$ cat config.mk
export PLATFORM = sky130hd
export DESIGN_NAME = usb_xfer_arb_flat
export DESIGN_NICKNAME = d
export VERILOG_FILES = /design/src/rtl/usb_xfer_arb_if.sv /design/src/rtl/usb_xfer_arb.sv /design/src/flat_wrapper.sv
export SDC_FILE = /design/constraint.sdc
export NUM_CORES = 1
export LEC_CHECK = 0
export ABC_AREA = 1
export CAP_MARGIN = 20
export CELL_PAD_IN_SITES_DETAIL_PLACEMENT = 1
export CELL_PAD_IN_SITES_GLOBAL_PLACEMENT = 1
export CORE_AREA = 4 4 113 115
export DETAILED_ROUTE_END_ITERATION = 10
export DIE_AREA = 0 0 117 119
export PLACE_DENSITY_LB_ADDON = 0.1
export SETUP_SLACK_MARGIN = 0.2
export SYNTH_ARGS = -nofsm -noshare
export SYNTH_HDL_FRONTEND = slang
export SYNTH_SLANG_ARGS = --single-unit
$ cat constraint.sdc
create_clock -name clk -period 5.66 [get_ports clk]
set_input_delay 0.566 -clock clk [delete_from_list [all_inputs] [get_ports clk]]
set_output_delay 0.566 -clock clk [all_outputs]
set_load 0.1 [all_outputs]
$ cat src/rtl/usb_xfer_arb_if.sv
// usb_xfer_arb_if: requester and USB FIFO controller signals
// shared by usb_xfer_arb (slave) and its clients (master).
interface usb_xfer_arb_if #(
  parameter int NUM_REQ = 4
);
  logic [NUM_REQ-1:0]    req_valid;
  logic [NUM_REQ-1:0]    req_dir;
  logic [NUM_REQ*11-1:0] req_len;
  logic [NUM_REQ-1:0]    grant;
  logic [NUM_REQ-1:0]    done;
  logic                  err_timeout;
  logic [1:0]            rd_wr_en;
  logic [10:0]           rd_wr_num;
  logic                  usb_is_busy;
  logic                  output_valid;
  logic                  write_ready;

  modport slave (
    input  req_valid, req_dir, req_len,
    input  usb_is_busy, output_valid,
    input  write_ready,
    output grant, done, err_timeout,
    output rd_wr_en, rd_wr_num
  );

  modport master (
    output req_valid, req_dir, req_len,
    output usb_is_busy, output_valid,
    output write_ready,
    input  grant, done, err_timeout,
    input  rd_wr_en, rd_wr_num
  );
endinterface

$ cat src/rtl/usb_xfer_arb.sv
// usb_xfer_arb: round-robin USB FIFO burst arbiter with watchdog.
// Define USB_ARB_PRIO_EN to give requester 0 fixed top priority.
module usb_xfer_arb #(
  parameter int NUM_REQ     = 4,
  parameter int TIMEOUT_CYC = 4096,
  parameter int GAP_CYC     = 4
) (
  input  logic          clk,
  input  logic          rst_n,
  usb_xfer_arb_if.slave bus
);
  localparam int IW = (NUM_REQ > 1) ? $clog2(NUM_REQ) : 1;

  typedef enum logic [1:0] {
    IDLE, ARB, XFER, GAP
  } state_t;

  state_t             state_q, state_d;
  logic [NUM_REQ-1:0] grant_q, grant_d;
  logic [NUM_REQ-1:0] done_q, done_d;
  logic               err_q, err_d;
  logic [1:0]         en_q, en_d;
  logic [10:0]        num_q, num_d;
  logic [10:0]        len_q, len_d;
  logic [10:0]        beat_q, beat_d;
  logic [15:0]        wd_q, wd_d;
  logic [7:0]         gap_q, gap_d;
  logic [IW-1:0]      rr_q, rr_d;
  logic               dir_q, dir_d;

  logic [NUM_REQ-1:0] cand, win_oh;
  logic [IW-1:0]      win, idx;
  logic               win_ok, beat;
  logic [10:0]        win_len;
  logic               unused_busy;

  assign unused_busy = bus.usb_is_busy;
  assign beat = dir_q ? bus.output_valid
                      : bus.write_ready;

  always_comb begin
    cand = bus.req_valid;
`ifdef USB_ARB_PRIO_EN
    cand[0] = 1'b0;
`endif
    win_ok = 1'b0;
    win    = '0;
    idx    = '0;
    for (int k = 0; k < NUM_REQ; k++) begin
      idx = IW'((int'(rr_q) + k) % NUM_REQ);
      if (!win_ok && cand[idx]) begin
        win_ok = 1'b1;
        win    = idx;
      end
    end
`ifdef USB_ARB_PRIO_EN
    if (bus.req_valid[0]) begin
      win_ok = 1'b1;
      win    = '0;
    end
`endif
    win_oh      = '0;
    win_oh[win] = 1'b1;
    win_len     = bus.req_len[int'(win)*11 +: 11];
  end

  always_comb begin
    state_d = state_q;
    grant_d = grant_q;
    done_d  = '0;
    err_d   = 1'b0;
    en_d    = en_q;
    num_d   = num_q;
    len_d   = len_q;
    beat_d  = beat_q;
    wd_d    = wd_q;
    gap_d   = gap_q;
    rr_d    = rr_q;
    dir_d   = dir_q;
    unique case (state_q)
      IDLE: begin
        grant_d = '0;
        if (|bus.req_valid) state_d = ARB;
      end
      ARB: begin
        if (win_ok) begin
          grant_d = win_oh;
          dir_d   = bus.req_dir[win];
          len_d   = win_len;
          beat_d  = '0;
          wd_d    = '0;
          gap_d   = '0;
`ifdef USB_ARB_PRIO_EN
          if (win != '0)
            rr_d = IW'((int'(win) + 1) % NUM_REQ);
`else
          rr_d = IW'((int'(win) + 1) % NUM_REQ);
`endif
          if (win_len == '0) begin
            done_d  = win_oh;
            state_d = GAP;
          end else begin
            en_d    = bus.req_dir[win] ? 2'b10
                                       : 2'b01;
            num_d   = win_len;
            state_d = XFER;
          end
        end else begin
          state_d = IDLE;
        end
      end
      XFER: begin
        if (beat) begin
          wd_d = '0;
          if (beat_q != 11'h7FF)
            beat_d = beat_q + 11'd1;
          if (beat_d == len_q) begin
            en_d    = 2'b00;
            done_d  = grant_q;
            gap_d   = '0;
            state_d = GAP;
          end
        end else begin
          if (wd_q != 16'hFFFF)
            wd_d = wd_q + 16'd1;
          // Silence long enough: abort the burst.
          if (wd_q == 16'(TIMEOUT_CYC - 1)) begin
            en_d    = 2'b00;
            done_d  = grant_q;
            err_d   = 1'b1;
            gap_d   = '0;
            state_d = GAP;
          end
        end
      end
      GAP: begin
        grant_d = '0;
        gap_d   = gap_q + 8'd1;
        if (gap_q == 8'(GAP_CYC - 1))
          state_d = (|bus.req_valid) ? ARB
                                     : IDLE;
      end
      default: state_d = IDLE;
    endcase
  end

  always_ff @(posedge clk or negedge rst_n) begin
    if (!rst_n) begin
      state_q <= IDLE;
      grant_q <= '0;
      done_q  <= '0;
      err_q   <= 1'b0;
      en_q    <= 2'b00;
      num_q   <= '0;
      len_q   <= '0;
      beat_q  <= '0;
      wd_q    <= '0;
      gap_q   <= '0;
      rr_q    <= '0;
      dir_q   <= 1'b0;
    end else begin
      state_q <= state_d;
      grant_q <= grant_d;
      done_q  <= done_d;
      err_q   <= err_d;
      en_q    <= en_d;
      num_q   <= num_d;
      len_q   <= len_d;
      beat_q  <= beat_d;
      wd_q    <= wd_d;
      gap_q   <= gap_d;
      rr_q    <= rr_d;
      dir_q   <= dir_d;
    end
  end

  assign bus.grant       = grant_q;
  assign bus.done        = done_q;
  assign bus.err_timeout = err_q;
  assign bus.rd_wr_en    = en_q;
  assign bus.rd_wr_num   = num_q;
endmodule

$ cat src/flat_wrapper.sv
// flat-port wrapper written by rule: the top's interface ports become plain ports
module usb_xfer_arb_flat 
#(
  parameter int NUM_REQ     = 4,
  parameter int TIMEOUT_CYC = 4096,
  parameter int GAP_CYC     = 4
)
  (clk, rst_n, bus_req_valid, bus_req_dir, bus_req_len, bus_usb_is_busy, bus_output_valid, bus_write_ready, bus_grant, bus_done, bus_err_timeout, bus_rd_wr_en, bus_rd_wr_num);
  usb_xfer_arb_if #(.NUM_REQ(NUM_REQ)) bus_i ();
  input  logic clk;
  input  logic rst_n;
  input wire logic [$bits(bus_i.req_valid)-1:0] bus_req_valid;
  input wire logic [$bits(bus_i.req_dir)-1:0] bus_req_dir;
  input wire logic [$bits(bus_i.req_len)-1:0] bus_req_len;
  input wire logic [$bits(bus_i.usb_is_busy)-1:0] bus_usb_is_busy;
  input wire logic [$bits(bus_i.output_valid)-1:0] bus_output_valid;
  input wire logic [$bits(bus_i.write_ready)-1:0] bus_write_ready;
  output wire logic [$bits(bus_i.grant)-1:0] bus_grant;
  output wire logic [$bits(bus_i.done)-1:0] bus_done;
  output wire logic [$bits(bus_i.err_timeout)-1:0] bus_err_timeout;
  output wire logic [$bits(bus_i.rd_wr_en)-1:0] bus_rd_wr_en;
  output wire logic [$bits(bus_i.rd_wr_num)-1:0] bus_rd_wr_num;
  assign bus_i.req_valid = bus_req_valid;
  assign bus_i.req_dir = bus_req_dir;
  assign bus_i.req_len = bus_req_len;
  assign bus_i.usb_is_busy = bus_usb_is_busy;
  assign bus_i.output_valid = bus_output_valid;
  assign bus_i.write_ready = bus_write_ready;
  assign bus_grant = bus_i.grant;
  assign bus_done = bus_i.done;
  assign bus_err_timeout = bus_i.err_timeout;
  assign bus_rd_wr_en = bus_i.rd_wr_en;
  assign bus_rd_wr_num = bus_i.rd_wr_num;
  usb_xfer_arb #(.NUM_REQ(NUM_REQ), .TIMEOUT_CYC(TIMEOUT_CYC), .GAP_CYC(GAP_CYC)) u_core (.clk(clk), .rst_n(rst_n), .bus(bus_i));
endmodule
Yosys cells after proc, flatten, opt, wreduce, memory -nomap -nowiden:

Index checks and enable logic that the tools add are counted.

* flip-flop bits (word level): 73
* latch bits: 0
* bits in writable memories: 0
* bits in read-only memories: 0
* input port bits: 57
* output and inout bits: 22
* word-level logic and storage cells: 129
* memories kept: 0

* add/sub/neg operators: 7
* $mul: 1
* div/mod/pow operators: 0
* $lt $le $gt $ge: 6
* equality and inequality tests: 16
* shift operators: 1
* muxes and demuxes: 63
* bitwise logic cells: 1
* reduce and logical (&&, ||, !) cells: 22

Operator list (number)
* 11-bit 2-to-1 mux: 5
* 16-bit 2-to-1 mux: 3
* 44-bit by 32-bit indexed part select with 11-bit output: 1
* 2-bit 2-to-1 mux: 16
* 8-bit 2-to-1 mux: 4
* 16-bit one-hot mux with 2 select lines: 1
* 4-bit 2-to-1 mux: 6
* 8-bit one-hot mux with 3 select lines: 1
* 11-bit one-hot mux with 2 select lines: 1
* 16-bit by 1-bit adder with 16-bit output, second input constant: 1
* 16-bit by 12-bit == test with 1-bit output, second input constant: 1
* 1-bit 2-to-1 mux: 16
* 16-bit != test, second input constant: 1
* 4-bit one-hot mux with 2 select lines: 2
* 2-bit by 3-bit less-than comparator with 1-bit output, second input constant: 5
* 11-bit by 1-bit adder with 11-bit output, second input constant: 1
* 11-bit == test: 1
* 11-bit logical NOT: 1
* 11-bit != test, second input constant: 1
* 1-bit binary-select mux with 2-bit select: 5
* 3-bit AND reduction: 3
* 8-bit by 1-bit adder with 8-bit output, second input constant: 1
* 8-bit by 2-bit == test with 1-bit output, second input constant: 1
* 2-bit by 1-bit != test with 1-bit output, second input constant: 4
* other kinds (23): 35

Longest topological paths before layout:

Gate-level depths: netlist of the first run.

* word-level depth: 19
* depth in mapped cells: 22
* depth with buffers taken out: 20

Worst setup path after synthesis of the first run:

Ideal clock, no wire load.

* path type: input port to flip-flop
* from: in bus_req_valid[3]
* to: reg u_core.num_q[0] (netlist: u_core.bus.rd_wr_num[0])
* library setup time: 0.066 ns
* arrival time: 2.220 ns
* required time: 5.594 ns
* slack: 3.373 ns
* stages on the path: 17
* buffers on the path: 2
* cell sequence: inv_1 -> nand2_1 -> nand3_1 -> nand2_1 -> nor2_2 -> nand4_1 -> nand2_2 -> buf_4 -> nand3_1 -> nand2_1 -> nand3_2 -> nor2_4 -> nand2_2 -> nand2_2 -> buf_6 -> nand2_2 -> nand2_1

* cells in the longest elaborated chain, start to end: 17

Ends and longest elaborated chain
* start, declared: RTL line flat_wrapper.sv:12 `input wire logic [$bits(bus_i.req_valid)-1:0] bus_req_valid;`
* 1-bit binary-select mux with 2-bit select: RTL line usb_xfer_arb.sv:51 `if (!win_ok && cand[idx]) begin`
* 1-bit 2-to-1 mux (not written as such): RTL line usb_xfer_arb.sv:51
* 1-bit 2-to-1 mux: RTL line usb_xfer_arb.sv:51
* 1-bit logical NOT: RTL line usb_xfer_arb.sv:51
* 1-bit logical AND: RTL line usb_xfer_arb.sv:51
* 1-bit 2-to-1 mux: RTL line usb_xfer_arb.sv:51
* 1-bit logical NOT: RTL line usb_xfer_arb.sv:51
* 1-bit logical AND: RTL line usb_xfer_arb.sv:51
* 1-bit 2-to-1 mux: RTL line usb_xfer_arb.sv:51
* 1-bit logical NOT: RTL line usb_xfer_arb.sv:51
* 1-bit logical AND: RTL line usb_xfer_arb.sv:51
* 2-bit 2-to-1 mux: RTL line usb_xfer_arb.sv:51
* 2-bit by 4-bit multiplier with 6-bit output: RTL line usb_xfer_arb.sv:64 `win_len = bus.req_len[int'(win)*11 +: 11];`
* 44-bit by 32-bit indexed part select with 11-bit output: RTL line usb_xfer_arb.sv:64
* 11-bit logical NOT: RTL line usb_xfer_arb.sv:99 `if (win_len == '0) begin`
* 1-bit inverter (no source line)
* 3-bit AND reduction (no source line)
* end signal, assigned: RTL line usb_xfer_arb.sv:167 `num_q <= num_d;`
* end, declared: RTL line usb_xfer_arb.sv:23 `logic [10:0] num_q, num_d;`

Several ways; a longest one is shown, not always the timed one. The select of a mux whose other input is x is not followed.
A chain may end at the register's enable or synchronous reset.

Final worst setup path of the first run:

* from: in bus_req_valid[3]
* to: reg u_core.num_q[8] (netlist: u_core.bus.rd_wr_num[8])

The elaborated chain is that of the path after synthesis.

==> run_results.csv, run 1 <==
group,metric,value,unit
logic_synthesis,synth-edff-count,0,
floorplanning,initial_core_util,0.390,
logic_synthesis,netlist_instances,649,
floorplanning,dieHeight,119,um
finish,diodes,0,
clock_network,clkSinkCount,73,
finish,syn_to_final_growth,24.5,%
finish,final_common_cell,"nand2_1",
routing,vias_per_cell,5.19,
floorplanning,core,11800,um2
timing,setup_viol,0,
routing,routed_wl,13800,um
routing,top_layer_used,"met4",
clock_network,cts_buffer_depth,2,
timing,finalClockSkew,0.00923,ns
global_route,overflow,0,
setup_path,slowest_delay,0.64,ns
logic_synthesis,netlist_area,4600,um2
logic_synthesis,ys_top_cells_by_area,"dfrtp_1, nand2_1, nand3_1",
job,timing.max_cap.violations,0,
setup_path,path_class,"in -> reg",
logic_synthesis,yosys.area.top_type,"dfrtp_1",
power,p_leak,0.00277,uW
global_route,antenna_found_initial,0,
logic_synthesis,synth-async-reset-ratio,1.00,
global_route,grt_pass1_wl,23800,um
global_route,grt_max_degree,74,
timing,max_freq,0.289,GHz
clock_network,cts.hold.buffers_added,0,
floorplanning,die_x,117,um
min_path,hold_path.class,"in -> async",
timing,timing_hold_violations_final,0,
timing,slew_headroom,0.318,
routing,met1_length,5910,um
routing,drt_iter0_drc,265,
logic_synthesis,synthesis.nets,718,
outcome,status,"finished, final reports clean",
floorplanning,die_area,13900,um2
floorplanning,rows,40,
setup_path,crit_path_start_kind,"input pin",
clock_network,post-cts-setup-buffer-count,0,
finish,layout-drive-gt1-share,0.0675,
logic_synthesis,yosys_warnings,0,
routing,dr_wl_met3,583,um
logic_synthesis,synth_top_flop_cell,"dfrtp_1",
clock_network,clk_latency,0.35,ns
clock_network,numCtsBuffers,9,
place,dp_hpwl,10600,um
finish,nets,790,
finish,ff_latch_area,1830,um2
routing,wl_per_cell,15.8,um
floorplanning,io_pins,79,
place,pre_cts_slack,1.81,ns
timing,tns,0,ns
setup_path,crit_top_cell,"nand2_1",
clock_network,cts_root_buffer,"clkbuf_16",
power,p_per_area,595,nW/um2
timing,finalCritPeriodShare,0.611,
finish,multi_input_area,2340,um2
power,peakVddDrop,429,uV
place,portBuffers,77,
routing,met2WireLength,7110,um
global_route,grtUsageTotal,0.214,
setup_path,end_kind,"flop",
logic_synthesis,ys_ff_latch,73,
power,power,3410,uW
logic_synthesis,yosysUniqueCellTypes,38,
clock_network,cts_tree,"done",
timing,tightestPinTransition,1.02,ns
clock_network,h-tree-depth,3,
clock_network,post_cts_resized,0,
logic_synthesis,seq_area_frac_synth,0.397,
place,gp_congestion,0.850,
setup_path,crit_chain,"clkdlybuf4s50_1, inv_1, nand4_1, nand3_4, inv_2, a21oi_1, nand2_1, nand2_1, nand2_1, nor2_2, nand2_2, nand2_2, nand2_1, nand2_1",
setup_path,path_max_fanout,29,
global_route,grt_pass1_vias,4990,
logic_synthesis,synth_top_area_frac,0.397,
logic_synthesis,avgSynthCellArea,7.09,um2
routing,vias,4535,
routing,drcViolationCount,0,
routing,firstDrtPassIters,4,
finish,nFillCells,1505,
clock_network,path_clk_slew,0.06,ns
timing,grt_setup_unrepaired,"no",
setup_path,required,5.94,ns
timing,post-route-min-period,3.46,ns
timing,layout_setup_ws,2.20,ns
timing,slew_viol_final,0,
routing,ant_nets,0,
finish,final_cell_mix,"nand2_1, inv_1, clkdlybuf4s50_1",
setup_path,arrival,3.73,ns
setup_path,worst_path_max_delay_cell,"nand4_1",
## logic make-up (layout without fill, tap and decap cells)
| logic type | after synthesis | in the layout | synth area share |
|---|---|---|---|
| compound gates | 79 | 79 | 0.0905 |
| simple gates | 366 | 366 | 0.356 |
| flops | 73 | 73 | 0.397 |
| fa+ha+maj | 12 | 12 | 0.0326 |
| xor+xnor | 15 | 15 | 0.0285 |
| buf+inv | 104 | 181 | 0.0954 |
## path summary, 6_finish.rpt
kind	startpoint	endpoint	slack (ns)	depth (start not counted)
min reg2reg	u_core.bus.rd_wr_en[1]$_DFFE_PN0P_	u_core.bus.rd_wr_en[1]$_DFFE_PN0P_	0.48	2
max	bus_req_valid[3]	u_core.bus.rd_wr_num[8]$_DFFE_PN0P_	2.20	14
min in group clk	u_core.bus.rd_wr_en[1]$_DFFE_PN0P_	u_core.bus.rd_wr_en[1]$_DFFE_PN0P_	0.48	2
max in group asynchronous	rst_n	u_core.wd_q[4]$_DFFE_PN0P_	4.59	2
min	rst_n	u_core.gap_q[4]$_DFFE_PN0P_	0.43	2
max reg2reg	u_core.beat_q[1]$_DFFE_PN0P_	u_core.gap_q[4]$_DFFE_PN0P_	2.25	18
## report_power, final
| part | internal, uW | leakage (uW) | total, uW | switching [uW] |
|---|---|---|---|---|
| Combinational | 551 | 0.00167 | 2110 | 1560 |
| Sequential | 657 | 0.000968 | 761 | 104 |
| Clock | 298 | 0.000129 | 539 | 240 |
| Total | 1510 | 0.00277 | 3410 | 1900 |
## flip-flops by register name, summed over array words and instances, names as in the netlist, named ones only
name and flops:
u_core.beat_q 11, u_core.bus.rd_wr_num 11, u_core.bus.done 4, u_core.bus.rd_wr_en 2
u_core.gap_q 8, u_core.bus.err_timeout 1, u_core.wd_q 16, u_core.len_q 11
u_core.dir_q 1, u_core.state_q 1, u_core.bus.grant 4, u_core.rr_q 2
## synth_stat cells (2+ instances only)
| cell type | instances |
|---|---|
| buf_6 | 4 |
| o21ai_1 | 5 |
| xnor2_1 | 2 |
| buf_4 | 2 |
| nor4_1 | 4 |
| nor2_1 | 31 |
| o21ai_0 | 48 |
| inv_1 | 79 |
| nand3_2 | 2 |
| nand3_1 | 70 |
| xor2_1 | 13 |
| nor2_2 | 3 |
| nand2_2 | 16 |
| clkbuf_1 | 7 |
| nand4_1 | 24 |
| nor3_1 | 11 |
| buf_2 | 5 |
| dfrtp_1 | 73 |
| o22ai_1 | 3 |
| nand2_1 | 199 |
| inv_2 | 4 |
| a21oi_1 | 17 |
| ha_1 | 12 |
## per-layer routing
metal  track usage  vias up
li1              -     2242
met1         0.253     2206
met2         0.378       70
met3        0.0579       17
met4        0.0573        0
met5             0        -
## stage by stage
stage / cell area (um2) / hold slack (ns) / util / instances
global placement: 5460 / 0.458 / 0.462 / 857
global route: 5730 / 0.512 / 0.485 / 873
finish: 5730 / 0.428 / 0.485 / 873
floorplan: 4600 / 0.270 / - / 649
CTS: 5730 / 0.487 / 0.485 / 873
detailed placement: 5460 / 0.469 / 0.462 / 857
## final cells by class
class	instances	area share
Clock buffer	10	0.0399
Multi-Input combinational cell	472	0.408
Clock inverter	6	0.00742
Inverter	85	0.0565
Tap cell	147	0.0321
Sequential cell	73	0.319
Timing Repair Buffer	80	0.138
## worst max-delay path, delay by kind of cell
family / cells / cell delay, ns
AND/OR/NAND/NOR: 10 / 2.23
buffers and inverters: 3 / 0.75
AO/OA/AOI/OAI: 1 / 0.18
Note: power is estimated with default switching activity, not from simulation.
==> run 2: changes to the inputs <==
CORE_AREA = 4 4 120 122   (was 4 4 113 115)
DIE_AREA = 0 0 124 126   (was 0 0 117 119)
clock period = 2.78 ns   (was 5.66 ns; I/O delays follow)
==> run_results.csv, run 2 (synthesized netlist as in run 1, its figures left out) <==
group,metric,value,unit
finish,final_common_cell,"nand2_1",
setup_path,reg2reg_slack,0.24,ns
routing,drt_iter0_drc,120,
power,p_per_area,1300,nW/um2
routing,ant_nets,0,
timing,finalCritPeriodShare,0.913,
routing,drcViolationCount,0,
setup_path,required,3.04,ns
routing,vias_per_cell,4.98,
floorplanning,core,13200,um2
power,power,8740,uW
floorplanning,die_x,124,um
outcome,status,"finished, final reports clean",
clock_network,h-tree-depth,3,
setup_path,slowest_delay,0.45,ns
floorplanning,dieHeight,126,um
place,portBuffers,77,
floorplanning,die_area,15600,um2
finish,final_cell_mix,"nand2_1, inv_1, dfrtp_1",
setup_path,crit_start,"u_core.rr_q[0]$_DFFE_PN0P_",
timing,finalClockSkew,0.00906,ns
finish,layout-drive-gt1-share,0.273,
timing,post-route-min-period,2.54,ns
min_path,min_from,"u_core.bus.rd_wr_en[0]$_DFFE_PN0P_",
finish,ff_latch_area,1830,um2
setup_path,critPathBufInv,4,
finish,multi_input_area,2750,um2
setup_path,reg2reg_to,"u_core.bus.done[2]$_DFF_PN0_",
finish,largest_register_ffs,16,
floorplanning,initial_core_util,0.349,
clock_network,clkSinkCount,73,
timing,whs,0.473,ns
routing,routed_wl,15400,um
setup_path,crit_top_cell,"nand2_2",
floorplanning,rows,42,
routing,wl_per_cell,16.0,um
timing,timing_hold_violations_final,0,
setup_path,worstSetupPathDepth,20,
global_route,overflow,0,
finish,nFillCells,1647,
clock_network,clk_latency,0.34,ns
finish,nets,851,
timing,slew_viol_final,0,
clock_network,cts_root_buffer,"clkbuf_16",
finish,syn_to_final_growth,45.9,%
setup_path,worst_path_max_delay_cell,"dfrtp_2",
setup_path,r2r_cells,20,
setup_path,arrival,2.80,ns
timing,slew_headroom,0.594,
setup_path,path_max_fanout,6,
global_route,grt_pass1_wl,24700,um
place,dp_hpwl,11300,um
setup_path,critPathTopFamily,"simple AND/OR/NAND/NOR gates",
clock_network,cts_tree,"done",
clock_network,numCtsBuffers,9,
global_route,grt_max_degree,28,
timing,tightestPinTransition,0.609,ns
timing,setup_viol,0,
setup_path,cp-endpoint,"u_core.bus.done[2]$_DFF_PN0_",
finish,top_register,"u_core.wd_q",
setup_path,path_class,"reg -> reg",
global_route,grt_pass1_vias,5209,
timing,max_freq,0.394,GHz
global_route,antenna_found_initial,0,
power,p_leak,0.00326,uW
power,peakVddDrop,795,uV
clock_network,cts_buffer_depth,2,
setup_path,crit_path_start_kind,"flop",
place,gp_congestion,0.869,
setup_path,end_kind,"flop",
global_route,grtUsageTotal,0.197,
setup_path,crit_chain,"clkinv_4, buf_6, nand2_2, nand2_1, nand2_1, nand2_1, nand2_2, nand2_2, nand2_4, nand3_4, buf_4, nand2_1, nand3_1, nand2_2, nor2_2, nand2_2, nor2_4, nand2_4, buf_6, o21ai_2",
min_path,hold_path.class,"reg -> reg",
setup_path,reg2reg_from,"u_core.rr_q[0]$_DFFE_PN0P_",
routing,vias,4787,
floorplanning,io_pins,79,
routing,firstDrtPassIters,4,
finish,diodes,0,
finish,postLayoutCoreUtil,0.509,
job,timing.max_cap.violations,0,
timing,grt_setup_unrepaired,"yes",
clock_network,path_clk_slew,0.06,ns
==> run 2: timing repair <==
| item | CTS | global route |
|---|---|---|
| setup buffers | 3 | 22 |
| cloned | 0 | 4 |
| endpoints found under the hold margin | 23 | 0 |
| hold buffers | 1 | 0 |
| pin swaps | 1 | 49 |
| resized for setup | 9 | 136 |
| setup endpoints to repair | 30 | 41 |
==> run 2: worst min-delay path by stage <==
stage / end / slack, ns / cells after the start
2_1_floorplan: async pin / -0.02 / 0
3_3_place_gp: u_core.gap_q[2]$_DFFE_PN0P_ / 0.29 / 1
3_5_place_dp: u_core.gap_q[2]$_DFFE_PN0P_ / 0.32 / 1
4_1_cts: u_core.bus.rd_wr_en[0]$_DFFE_PN0P_ / 0.48 / 2
5_1_grt: u_core.bus.rd_wr_en[1]$_DFFE_PN0P_ / 0.51 / 2
6_report: u_core.bus.rd_wr_en[0]$_DFFE_PN0P_ / 0.47 / 2
==> run 2: layout make-up <==
cell class | count | share of cell area
Timing Repair Buffer | 140 | 0.190
Clock inverter | 5 | 0.0121
Multi-Input combinational cell | 473 | 0.410
Inverter | 85 | 0.0499
Sequential cell | 73 | 0.272
Tap cell | 176 | 0.0328
Clock buffer | 9 | 0.0335
==> run 2: power by group <==
group | switching, uW | leakage [uW] | total, uW | internal, uW
clock network | 456 | 0.000148 | 1230 | 777
logic | 3860 | 0.00215 | 5940 | 2090
registers | 219 | 0.000966 | 1560 | 1340
==> run 2: worst reg2reg max path, cell delays in order, from the launching register on <==
cell and delay, ns:
dfrtp_2 0.45, clkinv_4 0.09, buf_6 0.11, nand2_2 0.04, nand2_1 0.07, nand2_1 0.05
nand2_1 0.09, nand2_2 0.09, nand2_2 0.10, nand2_4 0.08, nand3_4 0.17, buf_4 0.16
nand2_1 0.05, nand3_1 0.08, nand2_2 0.09, nor2_2 0.10, nand2_2 0.07, nor2_4 0.19
nand2_4 0.10, buf_6 0.14, o21ai_2 0.15
==> run 2: layer usage <==
metal  track usage  share of wire  vias up
met5             0              0        -
met4        0.0593          0.016        0
met3        0.0426          0.031       13
met2         0.346           0.53       69
met1         0.238           0.42     2337
li1              -              -     2368
==> run 2: metrics by stage <==
| step | TNS (ns) | area [um2] | setup slack, ns | cells |
|---|---|---|---|---|
| floorplan | 0 | 4600 | 0.518 | 649 |
| global placement | 0 | 5670 | 0.0304 | 917 |
| finish | 0 | 6720 | 0.242 | 961 |
| detailed placement | -0.843 | 5670 | -0.0966 | 917 |
| global route | 0 | 6720 | 0.0807 | 961 |
| CTS | 0 | 6050 | 0.176 | 935 |
